### config.mk
export PLATFORM = sky130hd
export DESIGN_NAME = pad_cfg_ctrl_flat
export DESIGN_NICKNAME = d
export VERILOG_FILES = /design/src/rtl/pad_cfg_ctrl_if.sv /design/src/rtl/pad_cfg_ctrl.sv /design/src/flat_wrapper.sv
export SDC_FILE = /design/constraint.sdc
export NUM_CORES = 2
export LEC_CHECK = 0
export ABC_AREA = 1
export CAP_MARGIN = 30
export CORE_ASPECT_RATIO = 0.9
export CORE_UTILIZATION = 59
export CTS_BUF_LIST = sky130_fd_sc_hd__clkbuf_8
export CTS_CLUSTER_SIZE = 30
export DETAILED_ROUTE_END_ITERATION = 10
export PLACE_DENSITY = 0.86
export SLEW_MARGIN = 20
export SYNTH_ARGS = -nofsm -noshare
export SYNTH_HDL_FRONTEND = slang
export SYNTH_SLANG_ARGS = --single-unit
### constraint.sdc
create_clock -name clk -period 32.1 [get_ports clk]
set_clock_uncertainty 0.05 [all_clocks]
set_input_delay 3.21 -clock clk [delete_from_list [all_inputs] [get_ports clk]]
set_output_delay 3.21 -clock clk [all_outputs]
set_load 0.1 [all_outputs]
### src/rtl/pad_cfg_ctrl_if.sv
// Host request/response port of the pad configuration controller.
// The host drives requests as master; the controller answers as slave.
interface pad_cfg_ctrl_if #(
   parameter int IDX_W = 6
);
   logic             req_valid;
   logic             req_ready;
   logic [1:0]       req_op;
   logic [IDX_W-1:0] req_idx;
   logic [7:0]       req_data;
   logic             rsp_valid;
   logic [7:0]       rsp_data;
   logic             rsp_err;

   modport master (
      output req_valid, req_op, req_idx, req_data,
      input  req_ready, rsp_valid, rsp_data, rsp_err
   );

   modport slave (
      input  req_valid, req_op, req_idx, req_data,
      output req_ready, rsp_valid, rsp_data, rsp_err
   );
endinterface

### src/rtl/pad_cfg_ctrl.sv
// GPIO pad configuration controller: a shadow bank updated by host requests and
// an active bank, loaded atomically on commit, that drives the bidir pad controls.
module pad_cfg_ctrl #(
   parameter int NUM_PADS = 46,
   parameter int IDX_W    = 6
) (
   input  logic                clk,
   input  logic                rst,
   pad_cfg_ctrl_if.slave       bus,
   output logic                busy,
   output logic [NUM_PADS-1:0] bidir_CS,
   output logic [NUM_PADS-1:0] bidir_SL,
   output logic [NUM_PADS-1:0] bidir_IE,
   output logic [NUM_PADS-1:0] bidir_OE,
   output logic [NUM_PADS-1:0] bidir_PU,
   output logic [NUM_PADS-1:0] bidir_PD,
   output logic [NUM_PADS-1:0] bidir_PDRV0,
   output logic [NUM_PADS-1:0] bidir_PDRV1
);

   localparam logic [0:0] ST_IDLE  = 1'b0;
   localparam logic [0:0] ST_BCAST = 1'b1;

   localparam logic [1:0] OP_WRITE  = 2'b00;
   localparam logic [1:0] OP_READ   = 2'b01;
   localparam logic [1:0] OP_BCAST  = 2'b10;
   localparam logic [1:0] OP_COMMIT = 2'b11;

   localparam logic [IDX_W:0]   NUM_PADS_W = (IDX_W+1)'(NUM_PADS);
   localparam logic [IDX_W-1:0] LAST_IDX   = IDX_W'(NUM_PADS - 1);

   logic [0:0]       state;
   logic [IDX_W-1:0] cnt;
   logic [7:0]       bcast_byte;
   logic [7:0]       shadow [NUM_PADS];
   logic [7:0]       active [NUM_PADS];

   logic             rsp_valid_r;
   logic [7:0]       rsp_data_r;
   logic             rsp_err_r;

   logic             idx_ok;
   logic             pu_pd;

   assign idx_ok = ({1'b0, bus.req_idx} < NUM_PADS_W);
   // Enabling pull-up and pull-down together would fight on the pad; such bytes are refused.
   assign pu_pd  = bus.req_data[4] & bus.req_data[5];

   assign bus.req_ready = (state == ST_IDLE);
   assign busy          = (state == ST_BCAST);
   assign bus.rsp_valid = rsp_valid_r;
   assign bus.rsp_data  = rsp_data_r;
   assign bus.rsp_err   = rsp_err_r;

   always_ff @(posedge clk or posedge rst) begin
      if (rst) begin
         state       <= ST_IDLE;
         cnt         <= '0;
         bcast_byte  <= '0;
         rsp_valid_r <= 1'b0;
         rsp_data_r  <= '0;
         rsp_err_r   <= 1'b0;
         for (int i = 0; i < NUM_PADS; i++) begin
            shadow[i] <= '0;
            active[i] <= '0;
         end
      end else begin
         rsp_valid_r <= 1'b0;
         rsp_data_r  <= '0;
         rsp_err_r   <= 1'b0;
         case (state)
            ST_IDLE: begin
               if (bus.req_valid) begin
                  case (bus.req_op)
                     OP_WRITE: begin
                        rsp_valid_r <= 1'b1;
                        if (!idx_ok || pu_pd) rsp_err_r <= 1'b1;
                        else                  shadow[bus.req_idx] <= bus.req_data;
                     end
                     OP_READ: begin
                        rsp_valid_r <= 1'b1;
                        if (idx_ok) rsp_data_r <= shadow[bus.req_idx];
                        else        rsp_err_r  <= 1'b1;
                     end
                     OP_BCAST: begin
                        if (pu_pd) begin
                           rsp_valid_r <= 1'b1;
                           rsp_err_r   <= 1'b1;
                        end else begin
                           bcast_byte <= bus.req_data;
                           cnt        <= '0;
                           state      <= ST_BCAST;
                        end
                     end
                     OP_COMMIT: begin
                        rsp_valid_r <= 1'b1;
                        for (int i = 0; i < NUM_PADS; i++) active[i] <= shadow[i];
                     end
                     default: ;
                  endcase
               end
            end
            ST_BCAST: begin
               // One shadow entry per cycle; the response goes out as the FSM returns to idle.
               shadow[cnt] <= bcast_byte;
               if (cnt == LAST_IDX) begin
                  state       <= ST_IDLE;
                  rsp_valid_r <= 1'b1;
                  rsp_data_r  <= bcast_byte;
               end else begin
                  cnt <= cnt + 1'b1;
               end
            end
            default: state <= ST_IDLE;
         endcase
      end
   end

   always_comb begin
      bidir_CS    = '0;
      bidir_SL    = '0;
      bidir_IE    = '0;
      bidir_OE    = '0;
      bidir_PU    = '0;
      bidir_PD    = '0;
      bidir_PDRV0 = '0;
      bidir_PDRV1 = '0;
      for (int i = 0; i < NUM_PADS; i++) begin
         bidir_CS[i]    = active[i][0];
         bidir_SL[i]    = active[i][1];
         bidir_IE[i]    = active[i][2];
         bidir_OE[i]    = active[i][3];
         bidir_PU[i]    = active[i][4];
         bidir_PD[i]    = active[i][5];
         bidir_PDRV0[i] = active[i][6];
         bidir_PDRV1[i] = active[i][7];
      end
   end

endmodule

### src/flat_wrapper.sv
// flat-port wrapper written by rule: the top's interface ports become plain ports
module pad_cfg_ctrl_flat 
#(
   parameter int NUM_PADS = 46,
   parameter int IDX_W    = 6
)
  (clk, rst, busy, bidir_CS, bidir_SL, bidir_IE, bidir_OE, bidir_PU, bidir_PD, bidir_PDRV0, bidir_PDRV1, bus_req_valid, bus_req_op, bus_req_idx, bus_req_data, bus_req_ready, bus_rsp_valid, bus_rsp_data, bus_rsp_err);
  pad_cfg_ctrl_if #(.IDX_W(IDX_W)) bus_i ();
  input  logic clk;
  input  logic rst;
  output logic busy;
  output logic [NUM_PADS-1:0] bidir_CS;
  output logic [NUM_PADS-1:0] bidir_SL;
  output logic [NUM_PADS-1:0] bidir_IE;
  output logic [NUM_PADS-1:0] bidir_OE;
  output logic [NUM_PADS-1:0] bidir_PU;
  output logic [NUM_PADS-1:0] bidir_PD;
  output logic [NUM_PADS-1:0] bidir_PDRV0;
  output logic [NUM_PADS-1:0] bidir_PDRV1;
  input wire logic [$bits(bus_i.req_valid)-1:0] bus_req_valid;
  input wire logic [$bits(bus_i.req_op)-1:0] bus_req_op;
  input wire logic [$bits(bus_i.req_idx)-1:0] bus_req_idx;
  input wire logic [$bits(bus_i.req_data)-1:0] bus_req_data;
  output wire logic [$bits(bus_i.req_ready)-1:0] bus_req_ready;
  output wire logic [$bits(bus_i.rsp_valid)-1:0] bus_rsp_valid;
  output wire logic [$bits(bus_i.rsp_data)-1:0] bus_rsp_data;
  output wire logic [$bits(bus_i.rsp_err)-1:0] bus_rsp_err;
  assign bus_i.req_valid = bus_req_valid;
  assign bus_i.req_op = bus_req_op;
  assign bus_i.req_idx = bus_req_idx;
  assign bus_i.req_data = bus_req_data;
  assign bus_req_ready = bus_i.req_ready;
  assign bus_rsp_valid = bus_i.rsp_valid;
  assign bus_rsp_data = bus_i.rsp_data;
  assign bus_rsp_err = bus_i.rsp_err;
  pad_cfg_ctrl #(.NUM_PADS(NUM_PADS), .IDX_W(IDX_W)) u_core (.clk(clk), .rst(rst), .bus(bus_i), .busy(busy), .bidir_CS(bidir_CS), .bidir_SL(bidir_SL), .bidir_IE(bidir_IE), .bidir_OE(bidir_OE), .bidir_PU(bidir_PU), .bidir_PD(bidir_PD), .bidir_PDRV0(bidir_PDRV0), .bidir_PDRV1(bidir_PDRV1));
endmodule
# Yosys cells after proc, flatten, opt, wreduce, memory -nomap -nowiden

Index checks and enable logic that the tools add are counted.

Memories: 0
Memory bits (writable): 0
Bits in read-only memories: 0
Bits in registers: 761
Bits in latches: 0
Word-level logic and storage cells: 167

Mux-type cells: 38
$mul: 0
Bitwise operators: 5
Shifts and indexed selects: 0
Eq/ne operators: 10
$lt $le $gt $ge: 5
Divide/modulo/power cells: 0
Reduce and logical (&&, ||, !) cells: 10
$add $sub $neg: 1

Operators by type and width:

| cell                  | count |
|---|---|
| $mux W368             | 3 |
| $bwmux W368           | 2 |
| $pmux W368 S2         | 1 |
| $demux W8 S6          | 2 |
| $mux W8               | 8 |
| $bmux W8 S6           | 1 |
| $mux W6               | 4 |
| $pmux W8 S2           | 1 |
| $ge A7 B7 Y1 const B  | 2 |
| $lt A7 B1 Y1 const B  | 2 |
| $not A6 Y7            | 2 |
| $pmux W6 S2           | 1 |
| $mux W1               | 11 |
| $ne A2 B2 Y1 const B  | 4 |
| $reduce_and A4 Y1     | 2 |
| $add A6 B1 Y6 const B | 1 |
| $eq A6 B6 Y1 const B  | 1 |
| $lt A6 B6 Y1 const B  | 1 |
| $pmux W1 S2           | 3 |
| $reduce_and A3 Y1     | 2 |
| $eq A2 B2 Y1 const B  | 2 |
| $ne A2 B1 Y1 const B  | 2 |
| $pmux W1 S3           | 1 |
| $reduce_or A3 Y1      | 1 |
| 7 further kinds       | 9 |

# Depth between registers and ports, before layout

Word-level depth: 10
Mapped depth: 15

# Least setup slack after synthesis

OpenSTA, ideal clock, no wires.

Path kind: register -> output
From: register u_core.state, in the netlist u_core.busy
To: output port bus_req_ready
Path slack: 26.538 ns
Cell stages (with the launch flop): 4
Arrival: 2.302 ns
Path through: dfrtp_1 > inv_2 > buf_2 > clkbuf_1

Word-level cells in the longest chain between the ends: 1

RTL lines:

| element                | line                | RTL |
|---|---|---|
| from (decl)            | pad_cfg_ctrl.sv:32  | `logic [0:0] state;` |
| from (signal assigned) | pad_cfg_ctrl.sv:57  | `state <= ST_IDLE;` |
| from (signal assigned) | pad_cfg_ctrl.sv:92  | `state <= ST_BCAST;` |
| from (signal assigned) | pad_cfg_ctrl.sv:107 | `state <= ST_IDLE;` |
| $not A1 Y1 (no line)   | n/a                 |  |
| to (decl)              | flat_wrapper.sv:24  | `output wire logic [$bits(bus_i.req_ready)-1:0] bus_req_ready;` |

Every way passes these cells.

# Worst setup path in the final report

From: input port bus_req_idx[2]
To: register u_core.shadow[8] (netlist bit)

Word-level cells in the longest chain between the ends: 10
Elaborated cells on any way between the ends: 16
Those cells by class: order compare: 3; eq/ne: 1; mux: 7; bitwise: 1; reduce/logical: 4

RTL lines:

| element                                                            | line                | RTL |
|---|---|---|
| from (decl)                                                        | flat_wrapper.sv:22  | `input wire logic [$bits(bus_i.req_idx)-1:0] bus_req_idx;` |
| $not A6 Y7 (implied by the code)                                   | pad_cfg_ctrl.sv:78  | `else shadow[bus.req_idx] <= bus.req_data;` |
| $ge A7 B7 Y1 (implied by the code) or $lt A7 B1 Y1 (tied branches) | pad_cfg_ctrl.sv:78  |  |
| $logic_and A1 B1 Y1 (implied by the code)                          | pad_cfg_ctrl.sv:78  |  |
| $mux W8 (implied by the code)                                      | pad_cfg_ctrl.sv:78  |  |
| $demux W8 S6                                                       | pad_cfg_ctrl.sv:78  |  |
| $bwmux W368                                                        | pad_cfg_ctrl.sv:78  |  |
| $mux W368                                                          | pad_cfg_ctrl.sv:77  | `if (!idx_ok \|\| pu_pd) rsp_err_r <= 1'b1;` |
| $mux W368                                                          | pad_cfg_ctrl.sv:74  | `case (bus.req_op)` |
| $mux W368                                                          | pad_cfg_ctrl.sv:73  | `if (bus.req_valid) begin` |
| $pmux W368 S2                                                      | pad_cfg_ctrl.sv:71  | `case (state)` |
| to (signal, indexed assignment)                                    | pad_cfg_ctrl.sv:78  |  |
| to (signal, indexed assignment)                                    | pad_cfg_ctrl.sv:105 | `shadow[cnt] <= bcast_byte;` |
| to (decl)                                                          | pad_cfg_ctrl.sv:35  | `logic [7:0] shadow [NUM_PADS];` |

Parallel ways exist; a longest one is shown, timed or not. The select of a mux whose other input is x is not followed.
A chain may end at the register's enable or synchronous reset.

==> summary.txt <==
Outcome
  – Result of the run: finished, violations left
  – Violated checks: DRC

Layout
  – Final cell utilization of the core: 71.33%
  – Area grow syn2layout: 19.24%
  – Share of post-route cells with drive strength above 1: 7.344%
  – Number of nets in the finished design: 4766

Yosys
  – Cell taking the most area after synthesis: sky130_fd_sc_hd__dfrtp_1
  – Synth area leaders: sky130_fd_sc_hd__dfrtp_1 (53%), sky130_fd_sc_hd__nand2_1 (14%), sky130_fd_sc_hd__o21ai_0 (10%)
  – Count of flip-flops with a built-in enable after synthesis: 0
  – Net count after synthesis: 4459
  – Flops & latches, synth: 761
  – Syn Inst Count: 4438
  – Most used flip-flop cell after synthesis: sky130_fd_sc_hd__dfrtp_1
  – Number of synthesis warnings: 0
  – Share of synthesized area occupied by flip-flops and latches: 53.07%
  – Share of Yosys cell area claimed by the top area cell type: 53.07%
  – Area of the mapped netlist: 0.03588 sq mm
  – Fraction of synthesis flops using an asynchronous set or reset pin: 100.0%
  – Post-Syn Area per Cell: 8.085 sq um
  – Distinct cell type count of the synthesized netlist: 34

CTS
  – Worst skew pair latency: 0.76 ns
  – CTS Buf Count: 117
  – Number of clock sinks: 761
  – Largest buffer count on any clock path: 3
  – Post-CTS Hold Fix Bufs: 0
  – Clock tree from TritonCTS: built
  – Root Buffer: sky130_fd_sc_hd__clkbuf_8
  – CTS H-tree depth: 3
  – Clock Pin Slew Worst Setup and Hold Paths: 0.06 ns
  – Post-CTS setup buffers: 0
  – Number of gates resized after cts: 0

Worst setup path
  – Startpoint types: input pin
  – Class of the most critical setup path: in2reg
  – Required time worst endpoint: 32.65 ns
  – Maximum fanout count along the critical path: 33
  – Worst EP arrival: 7.12 ns
  – Crit path capture type: flip-flop

Placed design
  – Placed wire-length estimate: 84.04 mm
  – Worst setup slack after placement: 24.76 ns
  – Final weighted congestion of routability-driven global placement: 1.043
  – Port buffer count: 398

Drt
  – DRT Wirelength: 129.2 mm
  – DRC violation total after the first TritonRoute iteration: 6113
  – Detailed-routing iteration count for the pre-antenna-repair pass: 11
  – Vias per cell: 6.222
  – Routed wirelength normalized by instance count: 22.96 microns
  – Via total after detailed routing: 35000
  – Residual DRC count: 10
  – Residual antenna-violating net count after detailed routing: 0

Timing
  – Max-slew violations: 0
  – Post-route worst setup slack: 25.53 ns
  – Final count of hold timing violations: 0
  – Maximum clock frequency: 152.3 MHz
  – Period utilisation layout: 20.46%
  – Final period demand of the worst path: 6.566 ns
  – Total of endpoints with negative setup slack in the final report: 0
  – Worst slew slack as a fraction of its limit: 25.14%
  – Measured slew at the worst slew-check pin: 1.120 ns
  – TNS Setup: 0 ns
  – Unrepaired setup endpoints after global routing: false

Global route
  – Antenna violations before repair: 6
  – Wire length of the first global-routing pass: 191.8 mm
  – Overflow left after global routing: 0
  – Largest net degree at the start of global routing: 266
  – Total global-route track usage: 41.27%
  – Via count of the first global-routing pass: 32389

Die
  – Initial standard-cell utilization of the core: 59.82%
  – Y dimension of the die: 236.0 microns
  – Core ar.: 0.05998 sq mm
  – Overall die area: 0.06181 sq mm
  – Number of rows in the core area: 85
  – Die Wd: 261.9 microns
  – Number of top-level pins: 399

Min path
  – Worst hold path type: reg2reg

Run
  – Number of max-cap violations: 0
## cell families (layout without fill, tap and decap cells)
family / after synthesis / count (layout) / synth area share [%]
AO/OA/AOI/OAI: 1242 / 1242 / 19.64
XOR/XNOR: 1 / 1 / 0.02441
adder cells (fa/ha/maj): 2 / 2 / 0.06973
buffers and inverters: 767 / 1163 / 8.428
flip-flops: 761 / 761 / 53.07
multiplexers: 21 / 21 / 0.6591
other: 0 / 8 / 0
AND/OR/NAND/NOR: 1644 / 1644 / 18.11
## cell usage after synthesis, types with 4 or more instances
cell type / instances
sky130_fd_sc_hd__nor3_2: 8
sky130_fd_sc_hd__buf_4: 7
sky130_fd_sc_hd__inv_2: 22
sky130_fd_sc_hd__nor3_1: 5
sky130_fd_sc_hd__nand3_2: 6
sky130_fd_sc_hd__o21ai_2: 5
sky130_fd_sc_hd__o21ai_1: 5
sky130_fd_sc_hd__a21oi_1: 68
sky130_fd_sc_hd__clkbuf_1: 167
sky130_fd_sc_hd__buf_2: 89
sky130_fd_sc_hd__clkinv_1: 22
sky130_fd_sc_hd__o22ai_1: 361
sky130_fd_sc_hd__inv_1: 445
sky130_fd_sc_hd__o211ai_1: 30
sky130_fd_sc_hd__dfrtp_1: 761
sky130_fd_sc_hd__mux2_2: 21
sky130_fd_sc_hd__nor2_2: 5
sky130_fd_sc_hd__buf_1: 14
sky130_fd_sc_hd__nand2_1: 1368
sky130_fd_sc_hd__nand3_1: 121
sky130_fd_sc_hd__nor2_1: 120
sky130_fd_sc_hd__nand2_2: 4
sky130_fd_sc_hd__o22ai_2: 36
sky130_fd_sc_hd__o21ai_0: 735
## per-stage QoR
step	std cells	hold slack, ns	instance area, sq um
2_1_floorplan	4438	0.4210	35880
3_3_place_gp	5392	0.4162	40080
3_5_place_dp	5399	0.4223	40230
4_1_cts	5607	0.4383	42570
6_report	5625	0.4314	42780
5_1_grt	5621	0.4453	42770
## worst max-delay path, stage by stage
cell and delay [ns]:
sky130_fd_sc_hd__clkdlybuf4s50_1 1.09, sky130_fd_sc_hd__inv_2 0.41, sky130_fd_sc_hd__nor2_2 0.17, sky130_fd_sc_hd__buf_4 0.42, sky130_fd_sc_hd__nand2_1 0.13, sky130_fd_sc_hd__clkinv_1 0.38, sky130_fd_sc_hd__nand3_1 0.40, sky130_fd_sc_hd__o22ai_2 0.67
sky130_fd_sc_hd__o21ai_0 0.19
## worst paths after layout
check | startpoint | end | slack [ns] | depth (start not counted)
max | bus_req_idx[2] | u_core.shadow[8] | 25.53 | 9
min | u_core.bidir_PU[18] | u_core.bidir_PU[18] | 0.43 | 2
max reg2reg | u_core.busy | u_core.shadow[25] | 28.36 | 7
min reg2reg | u_core.bidir_PU[18] | u_core.bidir_PU[18] | 0.43 | 2
max in group asynchronous | rst | u_core.bidir_OE[38] | 25.94 | 5
min in group asynchronous | rst | u_core.bidir_PD[21] | 3.01 | 2
## registers in the layout (all words and copies together), names as in the netlist
name and cells:
u_core.bus.rsp_valid 1, u_core.bus.rsp_data 8, u_core.bidir_CS 46, u_core.busy 1, u_core.bus.rsp_err 1, u_core.bcast_byte 8
u_core.bidir_PU 46, u_core.bidir_IE 46, u_core.bidir_OE 46, u_core.cnt 6, u_core.bidir_PDRV1 46, u_core.bidir_PDRV0 46
u_core.bidir_SL 46, u_core.shadow 368, u_core.bidir_PD 46
## layout make-up
type | instances | area (sq um)
Antenna cell | 8 | 20.02
Clock buffer | 145 | 1996
Clock inverter | 63 | 339.1
Fill cell | 4550 | 17200
Inverter | 489 | 1846
Multi-Input combinational cell | 2910 | 13830
Sequential cell | 761 | 19040
Tap cell | 783 | 979.7
Timing Repair Buffer | 466 | 4731
## per-layer routing
metal / part of all wire (%) / global-route usage (%) / vias to the layer above
met2: 42 / 57.90 / 2889
li1: - / - / 15225
met5: 0.015 / 0 / -
met1: 36 / 55.07 / 16155
met4: 7.3 / 23.86 / 2
met3: 16 / 14.96 / 729
## placed cells by master (no fill, tap or decap), drive strengths merged, types with 2 or more instances in the layout
master and instances:
nand2 1372, dfrtp 761, o21ai 745, inv 510, clkdlybuf4s50 397, o22ai 397
clkbuf 146, nand3 127, nor2 126, a21oi 69, buf 68, clkinv 39
o211ai 30, mux2 21, nor3 15, diode 8, bufinv 3, nand4 2
ha 2
Power is left out: the tool's default activity adds up to more than one toggle a clock period on the data nets, which glitch-free logic cannot reach.
